===== src/rtl/da_fir_pkg.sv =====
// da_fir_pkg: shared types, default widths and frame length helper for the DA-FIR bit-serial path
package da_fir_pkg;
   typedef enum logic {IDLE, SHIFT} ser_state_t;
   localparam int DA_W_DEF   = 16;
   localparam int DA_EXT_DEF = 2;
   function automatic int frame_len(input int w, input int ext);
      return w + ext;
   endfunction
endpackage


===== src/rtl/da_ser_shreg.sv =====
// da_ser_shreg: L-bit right-shift register with parallel load (load wins over shift)
module da_ser_shreg #(
   parameter int L = 18
) (
   input  logic         i_clk,
   input  logic         i_rst,
   input  logic         i_load,
   input  logic         i_shift,
   input  logic [L-1:0] i_data,
   output logic [L-1:0] o_q
);
   logic [L-1:0] r_q;
   // load a fresh frame or shift the current one toward bit 0
   always_ff @(posedge i_clk) begin
      if (i_rst) r_q <= '0;
      else if (i_load) r_q <= i_data;
      else if (i_shift) r_q <= r_q >> 1;
   end
   assign o_q = r_q;
endmodule


===== src/rtl/da_bit_serializer.sv =====
// da_bit_serializer: LSB-first parallel-to-serial front end with sign/zero extension; DA_SER_PREFETCH_EN adds a one-sample hold register
module da_bit_serializer
   import da_fir_pkg::*;
#(
   parameter int W   = DA_W_DEF,
   parameter int EXT = DA_EXT_DEF
) (
   input  logic         i_clk,
   input  logic         i_rst,
   input  logic         i_in_valid,
   output logic         o_in_ready,
   input  logic [W-1:0] i_in_data,
   input  logic         i_in_signed,
   output logic         o_ser_bit,
   output logic         o_ser_valid,
   output logic         o_ser_first,
   output logic         o_ser_last,
   output logic         o_busy
);
   localparam int L  = frame_len(W, EXT);
   localparam int CW = $clog2(L);
   ser_state_t   r_state;
   logic [CW-1:0] r_cnt;
   logic         r_ser_bit, r_ser_valid, r_ser_first, r_ser_last;
   logic [L-1:0] w_sreg, w_new_data, w_load_data;
   logic         w_last, w_free, w_accept, w_load;
   // extension bits replicate the sample MSB only for signed samples
   always_comb begin
      w_new_data = {L{i_in_signed & i_in_data[W-1]}};
      w_new_data[W-1:0] = i_in_data;
   end
   assign w_last = (r_state == SHIFT) && (r_cnt == CW'(L-1));
   assign w_free = (r_state == IDLE) || w_last;
`ifdef DA_SER_PREFETCH_EN
   logic         r_hold_full;
   logic [L-1:0] r_hold_data;
   assign o_in_ready  = !r_hold_full;
   assign w_accept    = i_in_valid && !r_hold_full;
   assign w_load      = w_free && (r_hold_full || w_accept);
   assign w_load_data = r_hold_full ? r_hold_data : w_new_data;
   assign o_busy      = (r_state == SHIFT) || r_hold_full;
   // park a sample accepted mid-frame until the current frame ends
   always_ff @(posedge i_clk) begin
      if (i_rst) begin
         r_hold_full <= 1'b0;
         r_hold_data <= '0;
      end else if (w_accept && !w_free) begin
         r_hold_full <= 1'b1;
         r_hold_data <= w_new_data;
      end else if (w_load) begin
         r_hold_full <= 1'b0;
      end
   end
`else
   assign o_in_ready  = w_free;
   assign w_accept    = i_in_valid && w_free;
   assign w_load      = w_accept;
   assign w_load_data = w_new_data;
   assign o_busy      = (r_state == SHIFT);
`endif
   da_ser_shreg #(.L(L)) u_shreg (
      .i_clk   (i_clk),
      .i_rst   (i_rst),
      .i_load  (w_load),
      .i_shift (r_state == SHIFT),
      .i_data  (w_load_data),
      .o_q     (w_sreg)
   );
   // frame FSM: registers the current bit with its markers and advances the bit counter
   always_ff @(posedge i_clk) begin
      if (i_rst) begin
         r_state     <= IDLE;
         r_cnt       <= '0;
         r_ser_bit   <= 1'b0;
         r_ser_valid <= 1'b0;
         r_ser_first <= 1'b0;
         r_ser_last  <= 1'b0;
      end else begin
         r_ser_bit   <= (r_state == SHIFT) && w_sreg[0];
         r_ser_valid <= (r_state == SHIFT);
         r_ser_first <= (r_state == SHIFT) && (r_cnt == '0);
         r_ser_last  <= w_last;
         if (w_load) begin
            r_state <= SHIFT;
            r_cnt   <= '0;
         end else if (w_last) begin
            r_state <= IDLE;
            r_cnt   <= '0;
         end else if (r_state == SHIFT) begin
            r_cnt <= r_cnt + 1'b1;
         end
      end
   end
   assign o_ser_bit   = r_ser_bit;
   assign o_ser_valid = r_ser_valid;
   assign o_ser_first = r_ser_first;
   assign o_ser_last  = r_ser_last;
endmodule

===== config.mk =====
export PLATFORM = sky130hd
export DESIGN_NAME = da_bit_serializer
export DESIGN_NICKNAME = d
export VERILOG_FILES = /design/src/rtl/da_fir_pkg.sv /design/src/rtl/da_ser_shreg.sv /design/src/rtl/da_bit_serializer.sv
export SDC_FILE = /design/constraint.sdc
export NUM_CORES = 1
export LEC_CHECK = 0
export BUFFER_PORTS_ARGS = -buffer_cell sky130_fd_sc_hd__clkbuf_2
export CAP_MARGIN = 25
export CORE_MARGIN = 3
export CORE_UTILIZATION = 49
export CTS_CLUSTER_DIAMETER = 40
export DETAILED_ROUTE_END_ITERATION = 12
export PLACE_DENSITY = 0.72
export SYNTH_ARGS = -nofsm -noshare
export SYNTH_HDL_FRONTEND = slang
export SYNTH_HIERARCHICAL = 1
export SYNTH_SLANG_ARGS = --single-unit

===== constraint.sdc =====
create_clock -name i_clk -period 1.9 [get_ports i_clk]
set_input_delay 0.19 -clock i_clk [delete_from_list [all_inputs] [get_ports i_clk]]
set_output_delay 0.19 -clock i_clk [all_outputs]
set_load 0.01 [all_outputs]

# Word level (Yosys, flattened, before mapping)
# Cells that the tools add are included.
# totals
ff_bits	28
inputBits	20
out_inout_bits	6
word_cells	24
# classes
addsub	1
n_eq_ne	1
n_mux	4
bitwise	2
n_reduce_logical	9
# op_table
op	n
18-bit two-way mux	2
5-bit by 1-bit adder with 5-bit output, second input constant	1
5-bit equality test, second input constant	1
5-bit zero test	1
1-bit logical AND	4
2-bit nonzero test	2
3-bit OR reduction	1
1-bit two-way mux	2
1-bit AND	1
1-bit logical OR	1
1-bit inverter	1

# Longest topological paths before layout
# logic_depth
word_depth	5
mapped_depth	9

# Modules after synthesis
# Netlist, hierarchy kept.
# by_module_without_submodules
module	n_inst	cells_per_inst	area_each_um2
da_ser_shreg	1	80	839.6
da_bit_serializer	1	47	445.4

# Least setup slack after synthesis
# No wires, ideal clock.
# synth_timing
path_kind	register to register
from	register r_cnt[1]
to	register u_shreg.r_q[17], in the netlist u_shreg/o_q[17]
arrival_time_ns	1.640
t_required_ns	1.830
path_slack_ns	0.191
path_stages_with_launch	9
n_path_buf	1
period_less_slack_ns	1.709
path_cell_list	dfxtp_1 > inv_1 > ha_1 > nand4bb_1 > nand2_1 > and2_1 > clkbuf_2 > or3b_1 > a21oi_1
# synth_via
elab_chain_len	5
word_cells_on_any_way	6
# synth_lines
item	line_no	rtl
start: declaration	da_bit_serializer.sv:23	logic [CW-1:0] r_cnt;
start signal: assignment	da_bit_serializer.sv:90	r_cnt <= r_cnt + 1'b1;
5-bit equality test *	da_bit_serializer.sv:32	assign w_last = (r_state == SHIFT) && (r_cnt == CW'(L-1));
1-bit logical AND *	da_bit_serializer.sv:32	
1-bit logical OR *	da_bit_serializer.sv:33	assign w_free = (r_state == IDLE) || w_last;
net o_in_ready	da_bit_serializer.sv:11	output logic o_in_ready,
1-bit logical AND *	da_bit_serializer.sv:56	assign w_accept = i_in_valid && w_free;
net w_accept	da_bit_serializer.sv:26	logic w_last, w_free, w_accept, w_load;
18-bit two-way mux / 2-bit nonzero test (equally long branches)	--	
end signal: assignment	da_ser_shreg.sv:16	else if (i_load) r_q <= i_data;
end signal: assignment	da_ser_shreg.sv:17	else if (i_shift) r_q <= r_q >> 1;
end: declaration	da_ser_shreg.sv:12	logic [L-1:0] r_q;
# The timed path passes the listed nets; every way through them passes the cells marked *.
# A chain may end at the register's enable or synchronous reset.

# Final worst setup path
# layout_timing
from	register r_cnt[1]
to	register u_shreg.r_q[17], in the netlist u_shreg/o_q[17]
# layout_via
elab_chain_len	5
word_cells_on_any_way	6
# layout_lines
item	line_no
5-bit equality test *	da_bit_serializer.sv:32
1-bit logical AND *	da_bit_serializer.sv:32
1-bit logical OR *	da_bit_serializer.sv:33
1-bit logical AND *	da_bit_serializer.sv:56
net w_accept	da_bit_serializer.sv:26
18-bit two-way mux / 2-bit nonzero test (equally long branches)	--
# Marked as above.

==> metrics.md <==
| Metric | Value |
|---|---|
| Vias in the first global route | just over 900 |
| Mapped Avg Cell Area | ~10 um^2 |
| Total wire length | 2.45 mm |
| Ports | 26 |
| HP Start | i_in_data[3] |
| Final Skew | 0.00401 ns |
| Cell count of the worst reg-to-reg path | 7 |
| XOR/XNOR Fraction of Synth Area | 0.0136 |
| EDFF count, synth | 0 |
| Setup Total Neg Slack | 0 ns |
| WHS | 0.124 ns |
| WL/cell | approximately 14 um |
| Reg clk slew, reported paths | ~0.15 ns |
| Hold Path End | u_shreg/o_q[3] |
| Status | finished clean |
| Via density | 5.46 |
| Detailed-router iteration count before antenna repair | 4 |
| # diodes | 0 |
| Final Cycle Share | 0.919 |
| Worst slew pin tran | 0.489 ns |
| Highest Clock Rate | between 500 and 600 MHz |
| Row count | 17 |
| RR Endpoint | u_shreg/o_q[17] |
| Synth Area in Compound Gates | 0.130 |
| DR DRC count | 0 |
| Crit Path Class | register to register |
| Most frequent cell after synthesis | dfxtp_1 |
| Root Buffer Master | clkbuf_4 |
| Critical Path Source Type | register |
| Final Wtd Congestion | 0.834 |
| Synth top area share | 0.436 |
| CTS tree | built |
| Sink Count | 28 |
| Slew Limit Fails | 0 |
| Synth top cells by count | dfxtp_1, a211oi_1, nor2b_1 |
| Grt ovf | 0 |
| Multiplexer share of the synthesized area | 0.132 |
| Worst path required time | 2.16 ns |
| Die Y | between 50 and 60 um |
| Yosys reg bits | 28 |
| Worst Path Buf+Inv | 1 |
| # setup viols final | 0 |
| Reg2reg setup slack | 0.15 ns |
| Hold Vio Cnt, Final | 0 |
| Total Die Area | 3270 um^2 |
| Slowest cell delay on critical path | 0.40 ns |
| Dpl cells | 175 |
| Dpl ws | 0.0865 ns |
| Top delay family on crit path | simple AND/OR/NAND/NOR gates |
| Initial Util | 0.549 |
| Worst setup startpoint | r_cnt[1] |
| Max Cap Viol | 0 |
| Pleak | 0.602 nW |
| Ranking of synthesized cells by area | dfxtp_1, mux2i_1, a211oi_1 |
| Synth Instances | 127 |
| Peak VDD IR | 0.000408 V |
| WP data arrival | between 2 and 2.5 ns |
| CTS Hold Bufs | 0 |
| Worst Hold Depth | 3 |
| Cell Pwr Density | 754 nW/um^2 |
| Area growth syn-to-layout | 13.2% |
| Min setup slack post-route | 0.154 ns |
| Largest net degree at the start of global routing | 31 |
| Syn Nets | 150 |
| Critical path's slowest cell | or3b_1 |
| Clock insertion delay at the later pin of the skew report | 0.32 ns |
| Library cells used by synthesis | 28 |
| Post-synth top area cell | dfxtp_1 |
| CTS buffer count | 3 |
| Port Buffer Count | 25 |
| Core Box Area | roughly 2300 um^2 |
| Filler cell count in the final layout | 212 |
| Post-Synth Simple-Gate Area | 0.202 |
| Hold Path Class | input pin to register |
| Final min period | 1.75 ns |
| CP Max Fanout | 10 |
| Remaining antenna violation count | 0 |
| RSZ-0062 raised after global routing | false |
| First-pass GRT wire length | just over 4 mm |
| CP Capture Type | register |
| Final-stage net count | 176 |
| H-tree lvl count | 1 |
| Largest family of logic cells by synthesized area | simple AND/OR/NAND/NOR gates |
| Share of post-route cells with drive strength above 1 | 0.237 |
| Slew HR | 0.674 |
| Synth Area in Adders | 0.0292 |
| DR vias | approximately 1,000 |
| DPL Wire Length | 1.69 mm |
| RR Startpoint | r_cnt[1] |
| YS warnings | 6 |
| DR iter-0 viols | 14 |
| Total track usage | 0.153 |
| CTS Buffer Depth | 2 |
| Die X | 57.2 um |
| Cell Area, Synth | approximately 1300 um^2 |
| Sequential area share after synthesis | 0.436 |
| Worst path cell trace | inv_1, ha_1, nand4bb_1, nand2_1, and2_2, or3b_1, a21oi_1 |
| Initial antenna violation count | 0 |
| Post-synth ARST share | 0 |
| Fin cells | 180 |
| Ys flop type | dfxtp_1 |
## repair_timing
action | in CTS | in global routing
endpoints found under the setup margin | 0 | 18
resized for setup | 0 | 2
buffers inserted | 0 | 1
## metrics by stage
step            util  cell area [um^2]  power (mW)
4_1_cts        0.618              1450        1.11
6_report       0.622              1460        1.10
3_5_place_dp   0.602              1410       0.821
3_3_place_gp   0.602              1410       0.815
5_1_grt        0.622              1460        1.16
2_1_floorplan      -              1280       0.776
## cells by family after synthesis
| group | Yosys count |
|---|---|
| and+or+nand+nor | 42 |
| DFF | 28 |
| AOI/OAI and AO/OA | 23 |
| muxes | 17 |
| buffers and inverters | 12 |
| adders and majority gates | 3 |
| xor gates and xnor gates | 2 |
## cells in the final DEF (no fill, tap or decap), types with 3 or more instances in the layout
cell type | netlist | routed
a211oi_1 | 18 | 18
a21oi_1 | 3 | 3
and2_1 | 5 | 4
buf_4 | 0 | 4
clkbuf_2 | 1 | 25
clkbuf_4 | 0 | 3
dfxtp_1 | 28 | 27
ha_1 | 3 | 3
inv_1 | 3 | 3
mux2i_1 | 17 | 17
nand2_1 | 4 | 4
nor2_1 | 4 | 4
nor2b_1 | 18 | 18
## area by class of cell
type,instances,area [um^2],area share
inverters,4,15.0,0.0103
well taps,28,35.0,0.0241
clock buffers,4,36.3,0.0249
multi-input cells,87,652,0.448
flip-flops and latches,28,562,0.386
repair buffers,29,155,0.107
## report_power, final
part	leakage [nW]	internal, mW	switching, mW	total, mW
clock network	0.0210	0.117	0.170	0.287
registers	0.231	0.626	0.0202	0.646
logic	0.350	0.0799	0.0834	0.163
total	0.602	0.823	0.274	1.10
## sequential cells by signal, summed over array words and instances, names as in the netlist
register / count
o_ser_valid: 1
o_ser_first: 1
r_cnt: 5
o_busy: 1
o_ser_bit: 1
o_ser_last: 1
u_shreg/o_q: 18
## worst min-delay path: cells and delay by family
kind,cells,cell delay [ns]
simple gates,1,0.09
buf+inv,1,0.08
compound gates,1,0.05
## worst max-delay path by stage
| stage | cells after the start | end | slack, ns |
|---|---|---|---|
| 6_report | 7 | u_shreg/o_q[17] | 0.15 |
| 5_1_grt | 8 | u_shreg/o_q[9] | 0.03 |
| 4_1_cts | 7 | u_shreg/o_q[14] | 0.04 |
| 3_5_place_dp | 7 | u_shreg/o_q[14] | 0.09 |
| 3_3_place_gp | 7 | u_shreg/o_q[0] | 0.24 |
| 2_1_floorplan | 8 | u_shreg/o_q[17] | 0.19 |
## per-layer routing
| metal | track usage | vias up | routed length (um) |
|---|---|---|---|
| met1 | 0.204 | 452 | 1210 |
| met3 | 0.0271 | 4 | 104 |
| li1 | - | 504 | - |
| met2 | 0.243 | 22 | 1100 |
| met5 | 0 | - | 0 |
| met4 | 0.0662 | 0 | 36 |
(Power assumes the default switching activity.)
